===== config.mk =====
export PLATFORM = sky130hd
export DESIGN_NAME = pipe_stage_skid_flat
export DESIGN_NICKNAME = d
export VERILOG_FILES = /design/src/rtl/pipe_stage_skid_if.sv /design/src/rtl/pipe_stage_skid.sv /design/src/flat_wrapper.sv
export SDC_FILE = /design/constraint.sdc
export NUM_CORES = 1
export LEC_CHECK = 0
export ABC_CLOCK_PERIOD_IN_PS = 8800
export BUFFER_PORTS_ARGS = -buffer_cell sky130_fd_sc_hd__buf_2
export CAP_MARGIN = 10
export CORE_MARGIN = 1.5
export CORE_UTILIZATION = 40
export DETAILED_ROUTE_END_ITERATION = 12
export PLACE_DENSITY = 0.71
export SYNTH_ARGS = -nofsm -noshare
export SYNTH_HDL_FRONTEND = slang
export SYNTH_SLANG_ARGS = --single-unit

===== constraint.sdc =====
create_clock -name clk -period 8.8 [get_ports clk]
set_clock_uncertainty 0.15 [all_clocks]
set_input_delay 0.44 -clock clk [delete_from_list [all_inputs] [get_ports clk]]
set_output_delay 0.44 -clock clk [all_outputs]
set_load 0.02 [all_outputs]

===== src/rtl/pipe_stage_skid_if.sv =====
// Handshake and payload bundle for one pipeline stage boundary.
// slave is the stage register, master is whatever drives it.
interface pipe_stage_skid_if #(
    parameter int CTRL_W = 12,
    parameter int TAG_W  = 4,
    parameter int DATA_W = 32,
    parameter int N_DATA = 3
);
    logic                     in_valid;
    logic                     in_ready;
    logic [CTRL_W-1:0]        in_ctrl;
    logic [TAG_W-1:0]         in_tag;
    logic [N_DATA*DATA_W-1:0] in_data;
    logic                     flush;
    logic                     out_valid;
    logic                     out_ready;
    logic [CTRL_W-1:0]        out_ctrl;
    logic [TAG_W-1:0]         out_tag;
    logic [N_DATA*DATA_W-1:0] out_data;
    logic [1:0]               occupancy;

    modport slave (
        input  in_valid, in_ctrl, in_tag, in_data, flush, out_ready,
        output in_ready, out_valid, out_ctrl, out_tag, out_data, occupancy
    );

    modport master (
        output in_valid, in_ctrl, in_tag, in_data, flush, out_ready,
        input  in_ready, out_valid, out_ctrl, out_tag, out_data, occupancy
    );
endinterface


===== src/rtl/pipe_stage_skid.sv =====
// Pipeline stage register with a 2-entry skid buffer, flush-to-bubble and
// valid/ready flow control. State updates on the falling edge of clk.
module pipe_stage_skid #(
    parameter int CTRL_W = 12,
    parameter int TAG_W  = 4,
    parameter int DATA_W = 32,
    parameter int N_DATA = 3
) (
    input  logic              clk,
    input  logic              rst,
    pipe_stage_skid_if.slave  bus
);
    localparam int DW = N_DATA * DATA_W;

    typedef struct packed {
        logic [CTRL_W-1:0] ctrl;
        logic [TAG_W-1:0]  tag;
        logic [DW-1:0]     data;
    } entry_t;

    typedef enum logic [1:0] {EMPTY = 2'd0, ONE = 2'd1, TWO = 2'd2} state_t;

    state_t state_q, state_d;
    entry_t main_q, skid_q, in_ent;
    logic   main_v, skid_v, xfer_in, xfer_out;
    logic   ld_main_in, ld_main_skid, ld_skid_in;

    // Valid bits are decoded from registered state only, so in_ready never
    // depends combinationally on out_ready or flush.
    assign main_v   = (state_q != EMPTY);
    assign skid_v   = (state_q == TWO);
    assign xfer_in  = bus.in_valid && !skid_v;
    assign xfer_out = main_v && bus.out_ready;
    assign in_ent   = '{ctrl: bus.in_ctrl, tag: bus.in_tag, data: bus.in_data};

    always_ff @(negedge clk or posedge rst) begin
        if (rst) state_q <= EMPTY;
        else     state_q <= state_d;
    end

    always_comb begin
        state_d      = state_q;
        ld_main_in   = 1'b0;
        ld_main_skid = 1'b0;
        ld_skid_in   = 1'b0;
        if (bus.flush) begin
            state_d = EMPTY;
        end else begin
            case (state_q)
                EMPTY: if (xfer_in) begin
                    state_d    = ONE;
                    ld_main_in = 1'b1;
                end
                ONE: case ({xfer_in, xfer_out})
                    2'b10: begin state_d = TWO;   ld_skid_in = 1'b1; end
                    2'b01: begin state_d = EMPTY;                    end
                    2'b11: begin state_d = ONE;   ld_main_in = 1'b1; end
                    default: state_d = ONE;
                endcase
                TWO: if (xfer_out) begin
                    state_d      = ONE;
                    ld_main_skid = 1'b1;
                end
                default: state_d = EMPTY;
            endcase
        end
    end

    // Flush zeroes only ctrl; tag/data may go stale since they are
    // don't-care while the entry is invalid.
    always_ff @(negedge clk or posedge rst) begin
        if (rst) begin
            main_q <= '0;
            skid_q <= '0;
        end else if (bus.flush) begin
            main_q.ctrl <= '0;
            skid_q.ctrl <= '0;
        end else begin
            if (ld_main_in)        main_q <= in_ent;
            else if (ld_main_skid) main_q <= skid_q;
            if (ld_skid_in)        skid_q <= in_ent;
        end
    end

    assign bus.in_ready  = !skid_v;
    assign bus.out_valid = main_v;
    assign bus.out_ctrl  = main_v ? main_q.ctrl : '0;
    assign bus.out_tag   = main_q.tag;
    assign bus.out_data  = main_q.data;
    assign bus.occupancy = {1'b0, main_v} + {1'b0, skid_v};
endmodule


===== src/flat_wrapper.sv =====
// flat-port wrapper written by rule: the top's interface ports become plain ports
module pipe_stage_skid_flat 
#(
    parameter int CTRL_W = 12,
    parameter int TAG_W  = 4,
    parameter int DATA_W = 32,
    parameter int N_DATA = 3
)
  (clk, rst, bus_in_valid, bus_in_ctrl, bus_in_tag, bus_in_data, bus_flush, bus_out_ready, bus_in_ready, bus_out_valid, bus_out_ctrl, bus_out_tag, bus_out_data, bus_occupancy);
  pipe_stage_skid_if #(.CTRL_W(CTRL_W), .TAG_W(TAG_W), .DATA_W(DATA_W), .N_DATA(N_DATA)) bus_i ();
  input  logic clk;
  input  logic rst;
  input wire logic [$bits(bus_i.in_valid)-1:0] bus_in_valid;
  input wire logic [$bits(bus_i.in_ctrl)-1:0] bus_in_ctrl;
  input wire logic [$bits(bus_i.in_tag)-1:0] bus_in_tag;
  input wire logic [$bits(bus_i.in_data)-1:0] bus_in_data;
  input wire logic [$bits(bus_i.flush)-1:0] bus_flush;
  input wire logic [$bits(bus_i.out_ready)-1:0] bus_out_ready;
  output wire logic [$bits(bus_i.in_ready)-1:0] bus_in_ready;
  output wire logic [$bits(bus_i.out_valid)-1:0] bus_out_valid;
  output wire logic [$bits(bus_i.out_ctrl)-1:0] bus_out_ctrl;
  output wire logic [$bits(bus_i.out_tag)-1:0] bus_out_tag;
  output wire logic [$bits(bus_i.out_data)-1:0] bus_out_data;
  output wire logic [$bits(bus_i.occupancy)-1:0] bus_occupancy;
  assign bus_i.in_valid = bus_in_valid;
  assign bus_i.in_ctrl = bus_in_ctrl;
  assign bus_i.in_tag = bus_in_tag;
  assign bus_i.in_data = bus_in_data;
  assign bus_i.flush = bus_flush;
  assign bus_i.out_ready = bus_out_ready;
  assign bus_in_ready = bus_i.in_ready;
  assign bus_out_valid = bus_i.out_valid;
  assign bus_out_ctrl = bus_i.out_ctrl;
  assign bus_out_tag = bus_i.out_tag;
  assign bus_out_data = bus_i.out_data;
  assign bus_occupancy = bus_i.occupancy;
  pipe_stage_skid #(.CTRL_W(CTRL_W), .TAG_W(TAG_W), .DATA_W(DATA_W), .N_DATA(N_DATA)) u_core (.clk(clk), .rst(rst), .bus(bus_i));
endmodule

# ---- Word level (Yosys, flattened, before mapping)
# Cells that the tools add are included.
dict set report word_totals {
  wordCells 48
  input_bits 117
  register_bits 226
  output_inout_bits 116
}
dict set report classes {
  muxes 21
  n_eq_ne 7
  n_bitwise 1
  n_reduce_logical 11
  addsub 1
}
# cell count
set op_table {}
lappend op_table {{$mux 112} 3}
lappend op_table {{$mux 12} 3}
lappend op_table {{$mux 1} 9}
lappend op_table {{$eq 2x2->1 const B} 3}
lappend op_table {{$mux 2} 3}
lappend op_table {{$pmux 2 s3} 1}
lappend op_table {{$reduce_and 2->1} 3}
lappend op_table {{$reduce_bool 2->1} 3}
lappend op_table {{$eq 2x1->1 const B} 2}
lappend op_table {{$pmux 2 s2} 1}
lappend op_table {{$ne 3x2->1 const B} 1}
lappend op_table {{$ne 3x3->1 const B} 1}
lappend op_table {{$reduce_bool 3->1} 1}
lappend op_table {{$add 1x1->2} 1}
lappend op_table {{$logic_and 1x1->1} 2}
lappend op_table {{$logic_not 2->1} 1}
lappend op_table {{$pmux 1 s2} 1}
lappend op_table {{$logic_not 1->1} 1}
lappend op_table {{$not 1->1} 1}

# ---- Longest topological paths before layout
# Gate-level depths: netlist of the first run.
dict set report logic_depth {
  ltp_word 9
  mapped_depth 10
  depth_no_buf 7
}

==> results of run 1 <==
## flip-flops by register name, summed over array words and instances, names as in the netlist
signal / flops
u_core.state_q: 2
u_core.skid_q: 112
u_core.bus.out_data: 96
u_core.bus.out_tag: 4
u_core.main_q: 12
## layer usage
layer / track usage, % / routed length, um / part of all wire [%] / up-vias
met5: 0 / 0 / 0 / -
met4: 5.40 / 616 / 2.8 / 0
met3: 2.66 / 1030 / 4.6 / 40
met2: 25.8 / 10700 / 48 / 172
met1: 21.2 / 10000 / 45 / 3313
li1: - / - / - / 3088
## kinds of logic after synthesis
| group | synth area share (%) |
|---|---|
| mux | 20.7 |
| flops | 51.7 |
| simple gates | 1.50 |
| compound gates | 10.9 |
| buf+inv | 14.8 |
| fa+ha+maj | 0.343 |
## worst register-to-register path, stage by stage (launching register included)
cell     delay [ns]
dfrtn_1        0.44
nor2_1         0.64
nor2b_1        0.16
ha_1           0.25
mux2i_1        0.24
or2_4          0.39
buf_4          0.54
o22ai_1        0.19
mux2i_1        0.20
## synth_stat cells, drive strengths merged
master and count:
a21oi 2, ha 3, nor2b 15, a22o 12
o22ai 100, nor2 4, nor3 1, o2bb2ai 13
nand2b 2, and2b 2, mux2 100, mux2i 114
clkbuf 6, a211oi 1, inv 105, dfrtn 226
nand2 1, or2b 1, buf 145, a2bb2oi 1
or2 1
## through the flow
stage,total power (W),hold slack (ns),util [%],std cells,setup WS [ns]
floorplan,0.00297,0.259,-,855,0.996
global placement,0.00302,0.278,42.6,1286,1.78
detailed placement,0.00308,0.282,42.6,1286,1.73
CTS,0.00414,0.286,45.7,1331,1.52
global route,0.00433,0.297,45.7,1332,1.32
finish,0.00408,0.285,45.7,1332,1.56
## report_power, final
| group | internal, W | switching, W | total (W) |
|---|---|---|---|
| logic | 0.000540 | 0.000741 | 0.00128 |
| clock network | 0.000632 | 0.000407 | 0.00104 |
| registers | 0.00152 | 0.000244 | 0.00176 |
| total | 0.00269 | 0.00139 | 0.00408 |
## worst min path at each step
stage	to	slack (ns)	from
final	u_core.skid_q[47]	0.28	u_core.skid_q[47]
after detailed placement	u_core.main_q[109]	0.28	u_core.main_q[109]
after CTS	u_core.skid_q[5]	0.29	u_core.skid_q[5]
after floorplan	u_core.main_q[100]	0.26	u_core.main_q[100]
after global routing	u_core.skid_q[21]	0.30	u_core.skid_q[21]
after global placement	u_core.skid_q[44]	0.28	u_core.skid_q[44]
## layout make-up
class | count | area, sq um
antenna | 1 | 2.50
clock buffer | 40 | 742
clock inverter | 5 | 75.1
fill | 2478 | 14600
inverter | 105 | 398
multi-input combinational | 373 | 3670
sequential | 226 | 5660
tap | 341 | 427
timing repair buffer | 241 | 1300
## cell usage in the layout, fill, tap and decap left out, types with 2 or more instances in the layout
master | synthesis | layout
buf_2 | 11 | 232
o22ai_1 | 50 | 50
o22ai_2 | 50 | 50
buf_4 | 106 | 3
a21oi_1 | 2 | 2
nor2_1 | 3 | 3
mux2_2 | 32 | 32
clkbuf_16 | 0 | 25
buf_12 | 0 | 6
clkbuf_8 | 0 | 6
dfrtn_1 | 226 | 226
clkbuf_1 | 6 | 9
clkinv_2 | 0 | 3
ha_1 | 3 | 3
nor2b_1 | 14 | 14
mux2i_1 | 114 | 114
bufinv_16 | 0 | 2
inv_1 | 105 | 104
nand2b_1 | 2 | 2
mux2_1 | 68 | 68
a22o_1 | 12 | 12
o2bb2ai_1 | 12 | 12
==> metrics, run 1 <==
proportion of layout cells with a drive suffix above 1=37.0%; Post-CTS Resized=0; Root Driver=clkbuf_16; first-pass GRT wire length=36.3 mm; final WL=22.3 mm; Final setup viols=0; core area=0.0269 sq mm; synthesized cell area=0.0109 sq mm; H-tree depth=1; sinks on the clock net=226; gpl congestion=0.778; Vias=6,613; Critical Path End=bus_occupancy[0]; VDD IR max=0.136 mV; CTS tree=done; Num CTS Buffers=25; DPL Wire Length=14.0 mm; pwr dens=333 mW/mm^2; setup TNS=0 ns; measured slew at the worst slew-check pin=1.03 ns; clk buf depth=3; CP required=8.21 ns; via/cell ratio=4.96; CP max stage cell=nor2_1; IO Port Bufs=232; syn nets=975; R2R depth=8; max-cap violation count=0; Yosys reg bits=226; worst skew pair latency=0.52 ns; Yosys top cell area share=51.7%; r2r setup slk=5.61 ns; Critical Path Fanout Max=14; placed cell area=0.0115 sq mm; critical setup path kind=flop to output pin; Yosys top cell by area=dfrtn_1; vias in the first global route=6,933; leakage power total=5.94 nW; RR Endpoint=u_core.bus.out_data[7]; relative slew slack=31.5%; Worst path depth=5; worst hold stages=1; status=completed; critical path, cell by cell=nor2_1 > inv_1 > ha_1 > inv_1 > buf_2; initial antenna violation count=1; clock slew seen by the registers of the worst setup and hold paths=0.05 ns; Total GRT Usage=15.7%; sequential fraction of the synthesis area=51.7%; Worst Setup Start Kind=flop; total congestion overflow=0; Die Area=0.0283 sq mm; max incr delay on CP=0.64 ns; worst path buffer plus inverter count=3; yosys warns=0; critical path's most frequent cell=inv_1; post-synthesis cell type count=29; Final Net Count=1,092; row cnt=60; leading post-synthesis cells by cell area=dfrtn_1, mux2i_1, buf_4; Pre-antenna DRT Iters=4; Hold Violations, Final=0; Hold Buf Count CTS=0; postcts setup bufs=0; Slew Limit Fails=0; P&R area growth vs syn=12.3%; crit path DAT=6.65 ns; ANT nets after route=0; RSZ-0062 raised after global routing=false; Hold Path Class=flop to flop; Post-Synthesis Cells=855; io pins=233; largest net degree at the start of global routing=123; Crit path max-delay family=simple AND/OR/NAND/NOR gates; Chip Width=168 um; DR WL/cell=16.8 um; Die Y=168 um; Setup crit end kind=output pin; initial core utilization=40.7%; DRT iter0 DRCs=264; Avg Cell Area, Syn=12.8 sq um; Worst Setup SP=u_core.state_q[1]; Crit Reg-Reg Startpoint=u_core.state_q[1]; DR DRC count=0; final instance area=0.0123 sq mm
Power figures use the tool's default switching activity.
==> run 2: changes to the inputs <==
--- a/config.mk
+++ b/config.mk
@@ -5,13 +5,14 @@
 export SDC_FILE = /design/constraint.sdc
 export NUM_CORES = 1
 export LEC_CHECK = 0
-export ABC_CLOCK_PERIOD_IN_PS = 8800
+export ABC_AREA = 1
+export ABC_CLOCK_PERIOD_IN_PS = 5930
 export BUFFER_PORTS_ARGS = -buffer_cell sky130_fd_sc_hd__buf_2
 export CAP_MARGIN = 10
 export CORE_MARGIN = 1.5
 export CORE_UTILIZATION = 40
 export DETAILED_ROUTE_END_ITERATION = 12
-export PLACE_DENSITY = 0.71
+export PLACE_DENSITY = 0.73
 export SYNTH_ARGS = -nofsm -noshare
 export SYNTH_HDL_FRONTEND = slang
 export SYNTH_SLANG_ARGS = --single-unit
==> constraint.sdc (replaced) <==
create_clock -name clk -period 5.93 [get_ports clk]
set_clock_uncertainty 0.15 [all_clocks]
set_input_delay 0.2965 -clock clk [delete_from_list [all_inputs] [get_ports clk]]
set_output_delay 0.2965 -clock clk [all_outputs]
set_load 0.02 [all_outputs]
==> run 2 against run 1 <==
Net effect: global-route usage up 2.4 points; via count is 40% higher; cell count up 47%; clock power rose by 63%; critical path type unchanged; largest power group unchanged; highest routed layer is now met5.
==> metrics, run 2 <==
R2R depth=10; ANT nets after route=0; switching share of power=34.4%; Total GRT Usage=18.2%; worst hold stages=2; Chip Width=172 um; RR Endpoint=u_core.bus.out_data[93]; asr flop ratio synth=100%; via/cell ratio=4.71; Post-CTS Resized=0; leakage power total=7.07 nW; max-cap violation count=0; Root Driver=clkbuf_16; postcts setup bufs=0; worst hold start=u_core.bus.out_data[79]; IO Port Bufs=232; CP required=5.48 ns; Num CTS Buffers=26; Post-Synthesis Cells=1,471; Min Hold Slack=0.269 ns; Register Area=0.00566 sq mm; Yosys reg bits=226; status=completed; Setup crit end kind=output pin; Slew Limit Fails=0; total congestion overflow=0; sequential fraction of the synthesis area=49.8%; Combinational Power Share=27.5%; DPL Wire Length=16.5 mm; multi-input logic area=0.00361 sq mm; syn nets=1,591; measured slew at the worst slew-check pin=0.704 ns; DR DRC count=0; yosys warns=0; top_reg_cell synth=dfrtn_1; io pins=233; Critical Path Fanout Max=16; clock slew seen by the registers of the worst setup and hold paths=0.04 ns; core area=0.0279 sq mm; gpl congestion=0.765; top-count cell post-synth=nand2_1; initial core utilization=40.8%; final-layout fill cell count=2,673; pre-CTS setup slack=0.562 ns; initial antenna violation count=1; Hold Violations, Final=0; VDD IR max=0.272 mV; most frequent cells after synthesis=nand2_1, inv_1, dfrtn_1, o21ai_1, nand3_1; Biggest register=u_core.skid_q; commonest cells after routing, fill and taps aside=nand2_1, inv_1, buf_2; Avg Cell Area, Syn=7.72 sq um; max reg flops=112; DRT iter0 DRCs=584; Pre-antenna DRT Iters=7; DR WL/cell=13.7 um; row cnt=61; crit path DAT=5.01 ns; worst skew pair latency=0.52 ns; vias in the first global route=8,904; pwr dens=437 mW/mm^2; first-pass GRT wire length=43.8 mm; sinks on the clock net=226; relative slew slack=53.1%; hold worst-path end=u_core.bus.out_data[79]; Final Net Count=1,685; setup ws final=0.472 ns; clk buf depth=3; final WL=26.8 mm; leading post-synthesis cells by cell area=dfrtn_1, nand2_1, inv_1; P&R area growth vs syn=14.7%; synthesized cell area=0.0114 sq mm; Pint=0.00374 W; RSZ-0062 raised after global routing=false; Die Area=0.0294 sq mm; Vias=9,242; P_sw=0.00196 W; clock share of power=29.8%; number of flops mapped to enable cells by yosys=0; most common cell after layout, fill and taps aside=nand2_1; H-tree depth=1; Hold Buf Count CTS=0; Hold Path Class=flop to flop; Crit Reg-Reg Startpoint=u_core.state_q[0]; Die Y=172 um; Yosys top cell by area=dfrtn_1; r2r setup slk=3.12 ns; Worst Setup Start Kind=flop; CTS tree=done; sequential share of power=42.7%; post-synthesis cell type count=20; critical setup path kind=flop to output pin; Final setup viols=0; proportion of layout cells with a drive suffix above 1=19.5%; largest net degree at the start of global routing=123; Yosys top cell area share=49.8%
==> run 2: cell count changes after synthesis, moves of 25 or more <==
| cell | delta |
|---|---|
| inv_1 | +140 |
| o21ai_0 | +54 |
| nand2_1 | +432 |
| o22ai_1 | -38 |
| mux2_1 | -68 |
| o21ai_1 | +159 |
| o22ai_2 | -50 |
| nand3_1 | +126 |
| clkbuf_1 | +25 |
| mux2_2 | -32 |
| mux2i_1 | -114 |
| buf_2 | +28 |
==> run 2: metrics by stage <==
| step | setup TNS (ns) | util [%] | area [sq um] | power, W | std cells |
|---|---|---|---|---|---|
| global placement | 0 | 43.4 | 12100 | 0.00396 | 1915 |
| CTS | 0 | 46.7 | 13000 | 0.00575 | 1961 |
| detailed placement | 0 | 43.4 | 12100 | 0.00402 | 1915 |
| finish | 0 | 46.7 | 13000 | 0.00570 | 1962 |
| global route | 0 | 46.7 | 13000 | 0.00608 | 1961 |
| floorplan | -66.74 | - | 11400 | 0.00383 | 1471 |
==> run 2: cell families (layout without fill, tap and decap cells) <==
group,after synthesis,in the layout,share of synthesized area [%]
compound gates,227,227,10.2
buf+inv,433,545,18.7
flops,226,226,49.8
fa+ha+maj,3,3,0.331
other cells,0,1,0
simple gates,582,582,21.0
==> run 2: worst max path at each step <==
stage / start / endpoint / slack (ns) / cells past startpoint
2_1_floorplan: rst / u_core.bus.out_data[0] / -0.30 / 1
3_3_place_gp: bus_out_ready / u_core.bus.out_tag[2] / 0.60 / 10
3_5_place_dp: bus_out_ready / u_core.bus.out_data[93] / 0.56 / 10
4_1_cts: u_core.state_q[0] / bus_occupancy[0] / 0.44 / 5
5_1_grt: u_core.state_q[0] / bus_occupancy[0] / 0.32 / 5
6_report: u_core.state_q[0] / bus_occupancy[0] / 0.47 / 5
==> run 2: routing by layer <==
metal  wire length [um]  vias to the layer above  GRT usage (%)
li1                   -                     4601              -
met1              12100                     4291           23.6
met2              12000                      313           29.9
met3               2240                       35           4.65
met4                406                        2           5.30
met5                 13                        -              0
==> run 2: area by class of cell <==
type | count | area share, %
clock inverter | 11 | 1.10
inverter | 248 | 7.20
antenna | 1 | 0.0192
sequential | 226 | 43.4
timing repair buffer | 251 | 11.0
tap | 378 | 3.63
multi-input combinational | 812 | 27.7
clock buffer | 35 | 5.96
==> run 2: power by group through the flow <==
stage / Combinational (W) / Clock, W / Sequential, W
final: 0.00157 / 0.00170 / 0.00244
after global routing: 0.00179 / 0.00179 / 0.00250
after floorplan: 0.00145 / 0 / 0.00238
after CTS: 0.00159 / 0.00173 / 0.00243
after global placement: 0.00153 / 0 / 0.00243
after detailed placement: 0.00157 / 0 / 0.00245
==> run 2: worst max-delay path, cell delays in order (launching register included) <==
cell and delay, ns:
dfrtn_1 0.44, nor2_4 0.42, inv_1 0.14, ha_1 0.32, inv_1 0.05, buf_2 0.15
==> run 3: changes to the inputs <==
--- a/config.mk
+++ b/config.mk
@@ -8,11 +8,14 @@
 export ABC_AREA = 1
 export ABC_CLOCK_PERIOD_IN_PS = 5930
 export BUFFER_PORTS_ARGS = -buffer_cell sky130_fd_sc_hd__buf_2
-export CAP_MARGIN = 10
+export CAP_MARGIN = 40
+export CELL_PAD_IN_SITES_DETAIL_PLACEMENT = 1
+export CELL_PAD_IN_SITES_GLOBAL_PLACEMENT = 2
 export CORE_MARGIN = 1.5
-export CORE_UTILIZATION = 40
+export CORE_UTILIZATION = 28
 export DETAILED_ROUTE_END_ITERATION = 12
-export PLACE_DENSITY = 0.73
+export PLACE_DENSITY = 0.84
 export SYNTH_ARGS = -nofsm -noshare
 export SYNTH_HDL_FRONTEND = slang
 export SYNTH_SLANG_ARGS = --single-unit
+export TNS_END_PERCENT = 1
==> run 3 against run 2 <==
Net effect: register-to-register slack gained 0.28 ns; global-route usage shrank 2.2 points; via count grew 2.7%; worst hold slack gained 0.0035 ns; non-clock buffer count grew 5; largest power group unchanged; wire length grew 23%; setup slack gained 0.060 ns; die area grew 42%; first-iteration DRC count shrank 27%; sequential cell count is the same; final area grew 2.4%; power grew 2.7%.
==> metrics, run 3 (synthesis gave the netlist of run 2 again) <==
DR DRC count=0; Min Hold Slack=0.272 ns; IO Port Bufs=232; P_sw=0.00205 W; largest net degree at the start of global routing=103; RSZ-0062 raised after global routing=false; RR Endpoint=u_core.skid_q[63]; initial core utilization=28.5%; Critical Path Fanout Max=16; critical setup path kind=flop to output pin; Hold Violations, Final=0; switching share of power=35.0%; DR WL/cell=15.7 um; proportion of layout cells with a drive suffix above 1=19.6%; Hold Buf Count CTS=0; Total GRT Usage=16.0%; CTS tree=done; P&R area growth vs syn=17.4%; max reg flops=112; DPL Wire Length=20.7 mm; Die Area=0.0418 sq mm; Chip Width=204 um; Setup crit end kind=output pin; pwr dens=439 mW/mm^2; Antenna Cells=0; crit path DAT=4.95 ns; via/cell ratio=4.49; worst hold stages=2; Post-CTS Resized=0; io pins=233; final WL=33.1 mm; Hold Path Class=flop to flop; sequential share of power=41.9%; clk buf depth=3; Slew Limit Fails=0; status=completed; clock slew seen by the registers of the worst setup and hold paths=0.04 ns; Final Net Count=1,692; row cnt=73; H-tree depth=1; clock share of power=30.4%; placed insts=2,067; Pre-antenna DRT Iters=4; r2r setup slk=3.40 ns; vias in the first global route=10,200; Vias=9,495; Root Driver=clkbuf_16; measured slew at the worst slew-check pin=0.581 ns; Biggest register=u_core.skid_q; hold worst-path end=u_core.bus.out_data[2]; Final Total Pwr=0.00585 W; DRT iter0 DRCs=426; worst hold start=u_core.bus.out_data[2]; final-layout fill cell count=4,872; max-cap violation count=0; relative slew slack=61.3%; VDD IR max=0.239 mV; Pint=0.00381 W; postcts setup bufs=0; most common cell after layout, fill and taps aside=nand2_1; ANT nets after route=0; leakage power total=7.13 nW; Die Y=204 um; Crit Reg-Reg Startpoint=u_core.state_q[0]; Combinational Power Share=27.6%; Final Non-Filler Cells=2,113; gpl congestion=0.748; R2R depth=8; CP required=5.48 ns; Num CTS Buffers=28; Worst Setup Start Kind=flop; setup TNS=0 ns; worst skew pair latency=0.54 ns; Final setup viols=0; commonest cells after routing, fill and taps aside=nand2_1, inv_1, buf_2; first-pass GRT wire length=53.9 mm; total congestion overflow=0; core area=0.0399 sq mm; initial antenna violation count=0; sinks on the clock net=226
-- run 3: per-layer routing --
layer / routed length [um] / GRT usage (%)
met5: 0 / 0
met4: 514 / 3.65
met3: 1360 / 2.39
met2: 15600 / 27.1
met1: 15600 / 21.5
-- run 3: critical path: stages (launching register included) --
cell,delay (ns)
dfrtn_1,0.44
nor2_4,0.39
inv_1,0.11
ha_1,0.30
inv_1,0.05
buf_2,0.15
-- run 3: final cells by class --
cell class / count / area (sq um) / share of cell area (%)
clock inverter: 7 / 119 / 0.891
sequential: 226 / 5660 / 42.4
timing repair buffer: 256 / 1530 / 11.5
inverter: 248 / 937 / 7.03
tap: 525 / 657 / 4.92
multi-input combinational: 812 / 3610 / 27.0
clock buffer: 39 / 833 / 6.25
-- run 3: worst max path at each step --
stage,end,slack (ns),from
detailed placement,u_core.skid_q[76],0.75,bus_in_valid
global placement,u_core.skid_q[68],0.81,bus_in_valid
floorplan,u_core.bus.out_data[0],-0.30,rst
finish,bus_occupancy[0],0.53,u_core.state_q[0]
CTS,bus_occupancy[0],0.49,u_core.state_q[0]
global route,bus_occupancy[0],0.41,u_core.state_q[0]
-- run 3: metrics by stage --
step,util (%),setup WS (ns),area (sq um)
detailed placement,31.0,0.754,12400
global placement,31.0,0.811,12400
finish,33.4,0.533,13300
global route,33.4,0.405,13300
CTS,33.4,0.490,13300
floorplan,-,-0.295,11400
-- run 3: power by group through the flow --
stage / clock network [W] / registers [W] / logic [W]
4_1_cts: 0.00184 / 0.00246 / 0.00166
5_1_grt: 0.00190 / 0.00253 / 0.00185
6_report: 0.00178 / 0.00245 / 0.00162
3_5_place_dp: 0 / 0.00247 / 0.00165
3_3_place_gp: 0 / 0.00245 / 0.00159
2_1_floorplan: 0 / 0.00238 / 0.00145
